===== src/rtl/disp_pkg.sv =====
// Shared constants and the 7-segment glyph table for the display controller.
// Segment order is {g,f,e,d,c,b,a}, active-low (common-anode).
package disp_pkg;

  localparam logic [1:0] MODE_STATIC = 2'd0;
  localparam logic [1:0] MODE_BLINK  = 2'd1;
  localparam logic [1:0] MODE_SCROLL = 2'd2;
  localparam logic [1:0] MODE_RESULT = 2'd3;

  localparam logic [1:0] OP_SETSOL = 2'd2;

  localparam logic [7:0] SEG_BLANK = 8'hFF;

  typedef enum logic {
    PHASE_VISIBLE = 1'b0,
    PHASE_HIDDEN  = 1'b1
  } blink_phase_e;

  // C/D/E render as a dash, F renders as a blank digit.
  function automatic logic [6:0] seg_decode(input logic [3:0] nibble);
    logic [6:0] glyph;
    case (nibble)
      4'h0: glyph = 7'b1000000;
      4'h1: glyph = 7'b1111001;
      4'h2: glyph = 7'b0100100;
      4'h3: glyph = 7'b0110000;
      4'h4: glyph = 7'b0011001;
      4'h5: glyph = 7'b0010010;
      4'h6: glyph = 7'b0000010;
      4'h7: glyph = 7'b1111000;
      4'h8: glyph = 7'b0000000;
      4'h9: glyph = 7'b0010000;
      4'hA: glyph = 7'b0001000;
      4'hB: glyph = 7'b0000011;
      4'hC, 4'hD, 4'hE: glyph = 7'b0111111;
      default: glyph = 7'b1111111;
    endcase
    return glyph;
  endfunction

endpackage


===== src/rtl/seg_scan_timer.sv =====
// Digit-scan timebase: prescaler, active digit index (3 = leftmost first),
// frame-end pulse and dead-time flag. Dead time is enabled by DISP_DEADTIME_EN.
module seg_scan_timer
  import disp_pkg::*;
#(
  parameter int SCAN_DIV = 50000,
  parameter int DEAD_CYC = 4
) (
  input  logic       clk,
  input  logic       rst,
  output logic [1:0] digit,
  output logic       frame_end,
  output logic       dead
);

  localparam int PW = $clog2(SCAN_DIV);
  localparam logic [PW-1:0] PRESC_LAST = PW'(SCAN_DIV - 1);
  localparam logic [PW-1:0] DEAD_LIM   = PW'(DEAD_CYC);
`ifdef DISP_DEADTIME_EN
  localparam bit DEAD_EN = 1'b1;
`else
  localparam bit DEAD_EN = 1'b0;
`endif

  logic [PW-1:0] presc_reg;
  logic [1:0]    digit_reg;
  logic          wrap;

  assign wrap = (presc_reg == PRESC_LAST);

  always_ff @(posedge clk) begin
    if (!rst) begin
      presc_reg <= '0;
      digit_reg <= 2'd3;
    end else if (wrap) begin
      presc_reg <= '0;
      digit_reg <= digit_reg - 2'd1;
    end else begin
      presc_reg <= presc_reg + 1'b1;
    end
  end

  assign digit     = digit_reg;
  // A frame closes when the rightmost digit's slot expires (0 -> 3).
  assign frame_end = wrap && (digit_reg == 2'd0);
  assign dead      = DEAD_EN && (presc_reg < DEAD_LIM);

endmodule


===== src/rtl/seg_display_ctrl.sv =====
// 4-digit multiplexed 7-segment controller with blink, scroll and dp effects.
// Optional anti-ghosting dead time per digit slot via DISP_DEADTIME_EN.
module seg_display_ctrl
  import disp_pkg::*;
#(
  parameter int SCAN_DIV     = 50000,
  parameter int BLINK_FRAMES = 25,
  parameter int DEAD_CYC     = 4
) (
  input  logic        clk,
  input  logic        rst,
  input  logic [15:0] value_in,
  input  logic [1:0]  op,
  input  logic [1:0]  mode,
  input  logic        set,
  input  logic        start,
  input  logic        off,
  output logic [7:0]  seg,
  output logic [3:0]  an
);

  localparam int FW = (BLINK_FRAMES > 1) ? $clog2(BLINK_FRAMES) : 1;
  localparam logic [FW-1:0] FRAME_LAST = FW'(BLINK_FRAMES - 1);

  logic [1:0] digit;
  logic       frame_end;
  logic       dead;

  seg_scan_timer #(
    .SCAN_DIV (SCAN_DIV),
    .DEAD_CYC (DEAD_CYC)
  ) u_timer (
    .clk       (clk),
    .rst       (rst),
    .digit     (digit),
    .frame_end (frame_end),
    .dead      (dead)
  );

  logic [15:0]  value_reg, value_next;
  logic [1:0]   op_reg, op_next;
  logic [1:0]   mode_reg, mode_next;
  blink_phase_e phase_reg, phase_next;
  logic [1:0]   offset_reg, offset_next;
  logic [FW-1:0] frame_reg, frame_next;
  logic [7:0]   seg_reg, seg_next;
  logic [3:0]   an_reg, an_next;

  logic         load;
  logic [1:0]   sel;
  logic [3:0]   nib;
  logic         blank;
  logic [3:0]   nibbles [4];

  generate
    for (genvar gi = 0; gi < 4; gi++) begin : g_nib
      assign nibbles[gi] = value_reg[gi*4 +: 4];
    end
  endgenerate

  always_ff @(posedge clk) begin
    if (!rst) begin
      value_reg  <= 16'hFFFF;
      op_reg     <= 2'd0;
      mode_reg   <= MODE_STATIC;
      phase_reg  <= PHASE_VISIBLE;
      offset_reg <= 2'd0;
      frame_reg  <= '0;
      seg_reg    <= SEG_BLANK;
      an_reg     <= 4'hF;
    end else begin
      value_reg  <= value_next;
      op_reg     <= op_next;
      mode_reg   <= mode_next;
      phase_reg  <= phase_next;
      offset_reg <= offset_next;
      frame_reg  <= frame_next;
      seg_reg    <= seg_next;
      an_reg     <= an_next;
    end
  end

  always_comb begin
    load        = set && !off;
    value_next  = value_reg;
    op_next     = op_reg;
    mode_next   = mode_reg;
    phase_next  = phase_reg;
    offset_next = offset_reg;
    frame_next  = frame_reg;

    if (load) begin
      value_next = value_in;
      op_next    = op;
      mode_next  = mode;
    end

    // A mode switch restarts the effect cleanly, overriding any frame wrap.
    if (load && (mode != mode_reg)) begin
      phase_next  = PHASE_VISIBLE;
      offset_next = 2'd0;
      frame_next  = '0;
    end else if (!start) begin
      phase_next  = PHASE_VISIBLE;
      offset_next = 2'd0;
    end else if (frame_end) begin
      if (frame_reg == FRAME_LAST) begin
        frame_next = '0;
        if (mode_reg == MODE_BLINK)
          phase_next = (phase_reg == PHASE_VISIBLE) ? PHASE_HIDDEN : PHASE_VISIBLE;
        if (mode_reg == MODE_SCROLL)
          offset_next = offset_reg + 2'd1;
      end else begin
        frame_next = frame_reg + 1'b1;
      end
    end
  end

  always_comb begin
    // Scrolling left: the digit at position p shows the character p+offset
    // places from the left, i.e. nibble index (digit - offset) mod 4.
    sel   = (mode_reg == MODE_SCROLL) ? (digit - offset_reg) : digit;
    nib   = nibbles[sel];
    blank = off || ((mode_reg == MODE_BLINK) && (phase_reg == PHASE_HIDDEN)) || dead;
    if (blank) begin
      seg_next = SEG_BLANK;
      an_next  = 4'hF;
    end else begin
      seg_next = {~(op_reg == OP_SETSOL), seg_decode(nib)};
      an_next  = ~(4'b0001 << digit);
    end
  end

  assign seg = seg_reg;
  assign an  = an_reg;

endmodule


===== config.mk =====
export PLATFORM = sky130hd
export DESIGN_NAME = seg_display_ctrl
export DESIGN_NICKNAME = d
export VERILOG_FILES = /design/src/rtl/disp_pkg.sv /design/src/rtl/seg_scan_timer.sv /design/src/rtl/seg_display_ctrl.sv
export SDC_FILE = /design/constraint.sdc
export NUM_CORES = 1
export LEC_CHECK = 0
export BUFFER_PORTS_ARGS = -buffer_cell sky130_fd_sc_hd__buf_2
export CORE_UTILIZATION = 57
export CTS_CLUSTER_SIZE = 16
export DETAILED_ROUTE_END_ITERATION = 8
export HOLD_SLACK_MARGIN = 0.06
export PLACE_DENSITY = 0.79
export SLEW_MARGIN = 20
export SYNTH_ARGS = -nofsm -noshare
export SYNTH_HDL_FRONTEND = slang
export SYNTH_SLANG_ARGS = --single-unit

===== constraint.sdc =====
create_clock -name clk -period 3.6 [get_ports clk]
set_clock_uncertainty 0.05 [all_clocks]
set_input_delay 0.54 -clock clk [delete_from_list [all_inputs] [get_ports clk]]
set_output_delay 0.54 -clock clk [all_outputs]
set_load 0.1 [all_outputs]

==> results by group <==
Power and ir drop
  – PD cells: around 410 mW/mm²
  – Max IR drop VDD: between 300 and 400 µV
  – Leakage: 1.37 nW

Global routing
  – Vias in the first global route: 2,021
  – Grt total ovfl: 0
  – First-pass GRT wire length: between 8000 and 9000 µm
  – Largest net degree at the start of global routing: 30
  – Global Route Usage Sum: 21.7%
  – Initial antenna violation count: 0

Worst setup path
  – Crit Path Class: reg2reg
  – Cell chain of the critical path: inv_1 > ha_1 > xor2_1 > a21oi_2 > or2_4 > mux2i_1 > mux2i_1 > inv_1 > ha_1 > a221oi_1 > a21oi_1
  – RR Startpoint: u_timer.digit[0]$_SDFFE_PN1N_
  – Critical path fanouts, max: 6
  – CP peak stage delay: ~0.44 ns
  – Nature of the critical path startpoint: flop
  – Crit path from: u_timer.digit[0]$_SDFFE_PN1N_
  – Crit path required time: about 3.8 ns
  – Crit path DAT: between 3 and 4 ns
  – Crit. End Element: flop
  – CP max stage cell: dfxtp_1

Floorplan
  – Rows: 25
  – Placeable core region: about 0.0047 mm²
  – Die area: just over 0.005 mm²
  – Die Span Y: 72.1 µm
  – Width of the die: 72.1 µm
  – Number of I/O pins: 37
  – Starting density of the core: 59.3%

Drt
  – Initial DRC Count: roughly 130
  – 1st-pass router iterations: 4
  – Residual DRC: 0
  – WL/cell: between 10 and 15 µm
  – DR vias/cell: 5.29
  – Routed vias: approximately 2,200
  – Final ANT Viol Nets: 0
  – Post-Route WL: ~5100 µm

Timing
  – Final TNS setup: 0 ns
  – Max Freq: 315 MHz
  – Fin crit share: between 80% and 90%
  – Slew @ Worst Pin: about 0.66 ns
  – Final setup viols: 0
  – Final min period: between 3 and 4 ns
  – Slew Limit Headroom: between 50% and 60%
  – Worst Slack Setup Final: between 0.4 and 0.5 ns
  – Slew Limit Fails: 0
  – Fin. Hold Viols: 0
  – RSZ-0062 raised after global routing: no

Logic synthesis
  – Number of synthesized flops with an enable pin: 0
  – Post-Syn Area: 0.00280 mm²
  – Mapped Avg Cell Area: around 8.8 µm²
  – Synth Warn #: 0
  – Top-area cell type share of the netlist area: 41.5%
  – Yosys cell types: between 50 and 60
  – Seq cells post-synth: 58
  – Synth area leaders: dfxtp_1 41%, nand2_1 8.6%, ha_1 6.3%
  – Synth Flop Type: dfxtp_1
  – Syn Nets: 356
  – Post-synthesis cell count: ~320
  – Async set-reset flop share out of synthesis: 0%
  – Cell accounting for the most synthesized area: dfxtp_1
  – Post-synthesis sequential area ratio: between 40 and 50%

Final layout
  – Layout cells sized above 1: between 10% and 20%
  – Sequential cell area: roughly 0.0012 mm²
  – Commonest non-fill, non-tap cell in the layout: nand2_1
  – Most frequent cells in the layout: 64 x nand2_1, 58 x dfxtp_1, 36 x buf_2, 26 x nand3_1, 22 x nor2_1
  – Layout area overhead: 12.7%
  – Area of the multi-input gates: between 0.0015 and 0.002 mm²
  – Diode count: 0
  – Final-stage net count: slightly below 400
  – Filler Cell Count: between 400 and 500

CTS
  – CTS Buffer Depth: 2
  – Clk root buf: clkbuf_8
  – Clk slew on worst S/H paths: approximately 0.060 ns
  – Clk_lat worst skew: around 0.32 ns
  – CTS tree: done
  – Total CTS buffers: 9
  – H-tree levels: 3
  – Sinks on Clock Net: between 50 and 60
  – Hold-fix buffers at CTS: 0
  – Gates resized, CTS repair: 0
  – Post-CTS Setup Inserts: 0

Min path
  – HP Start: op_reg[1]$_SDFFE_PN0P_
  – Min-delay worst type: reg2reg

Placed design
  – Detailed placer's ending HPWL: between 3000 and 4000 µm
  – Worst slack, placed: around 0.46 ns
  – Gpl congestion: roughly 0.84
  – Input/output buffers: 36

Job
  – Max_cap viols: 0

Outcome
  – Status: completed
## cell usage after synthesis, types with 3 or more instances
cell type / instances
mux2i_1: 8
xor2_1: 15
dfxtp_1: 58
nor2_1: 22
xnor2_1: 6
nor2b_1: 4
nor3_1: 4
and3_1: 3
nand3b_1: 3
clkbuf_1: 9
nand2b_1: 7
nand2_1: 64
nand3_1: 26
ha_1: 14
inv_1: 10
a311oi_1: 3
o21ai_0: 5
a21boi_0: 4
nand4_1: 3
a211oi_1: 5
a21oi_1: 6
## worst max-delay path: cells and delay by family (launching register included)
kind	cells	cell delay [ns]
mux	2	0.53
compound gates	3	0.57
buf+inv	2	0.33
simple gates	1	0.29
flops	1	0.44
xor+xnor	1	0.30
fa+ha+maj	2	0.54
## path summary, 6_finish.rpt
check | endpoint | slack [ns] | cells after the start
max | seg[4]$_SDFF_PP1_ | 0.42 | 11
min | seg[7]$_SDFF_PP1_ | 0.37 | 1
max reg2reg | seg[4]$_SDFF_PP1_ | 0.42 | 11
min reg2reg | seg[7]$_SDFF_PP1_ | 0.37 | 1
## area by class of cell
class | instances | area share (%)
Multi-Input combinational cell | 237 | 48.8
Timing Repair Buffer | 37 | 5.95
Clock inverter | 1 | 0.159
Sequential cell | 58 | 36.8
Clock buffer | 11 | 4.48
Inverter | 10 | 1.19
Tap cell | 67 | 2.66
## layer usage
metal | GRT usage, % | up-vias | part of all wire (%)
met2 | 34.8 | 49 | 46
met1 | 27.5 | 1019 | 49
li1 | - | 1153 | -
met5 | 0 | - | 0
met3 | 5.69 | 8 | 4.0
met4 | 9.59 | 0 | 1.8
## cells by family (layout without fill, tap and decap cells)
family	after synthesis	after routing	synth area share, %
AND/OR/NAND/NOR	154	154	27.8
flip-flops	58	58	41.5
AO/OA/AOI/OAI	39	39	11.1
buffers and inverters	22	59	3.53
XOR/XNOR	21	21	6.57
adder cells (fa/ha/maj)	14	14	6.26
multiplexers	9	9	3.26
## where the power goes
part           switching, W  internal [W]  total [W]
clock network      0.000220      0.000252   0.000472
logic              0.000101     0.0000472   0.000148
registers         0.0000130      0.000664   0.000677
total              0.000334      0.000963    0.00130
## through the flow
stage,utilization [%],hold WS (ns),instance area [µm²],power (W),std cells
after floorplan,-,0.330,2800,0.000804,317
after global placement,63.7,0.338,3010,0.000835,409
after detailed placement,63.7,0.356,3010,0.000839,409
after CTS,66.8,0.358,3160,0.00131,421
after global routing,66.8,0.373,3160,0.00135,421
final,66.8,0.369,3160,0.00130,421
Note: power is estimated with default switching activity, not from simulation.
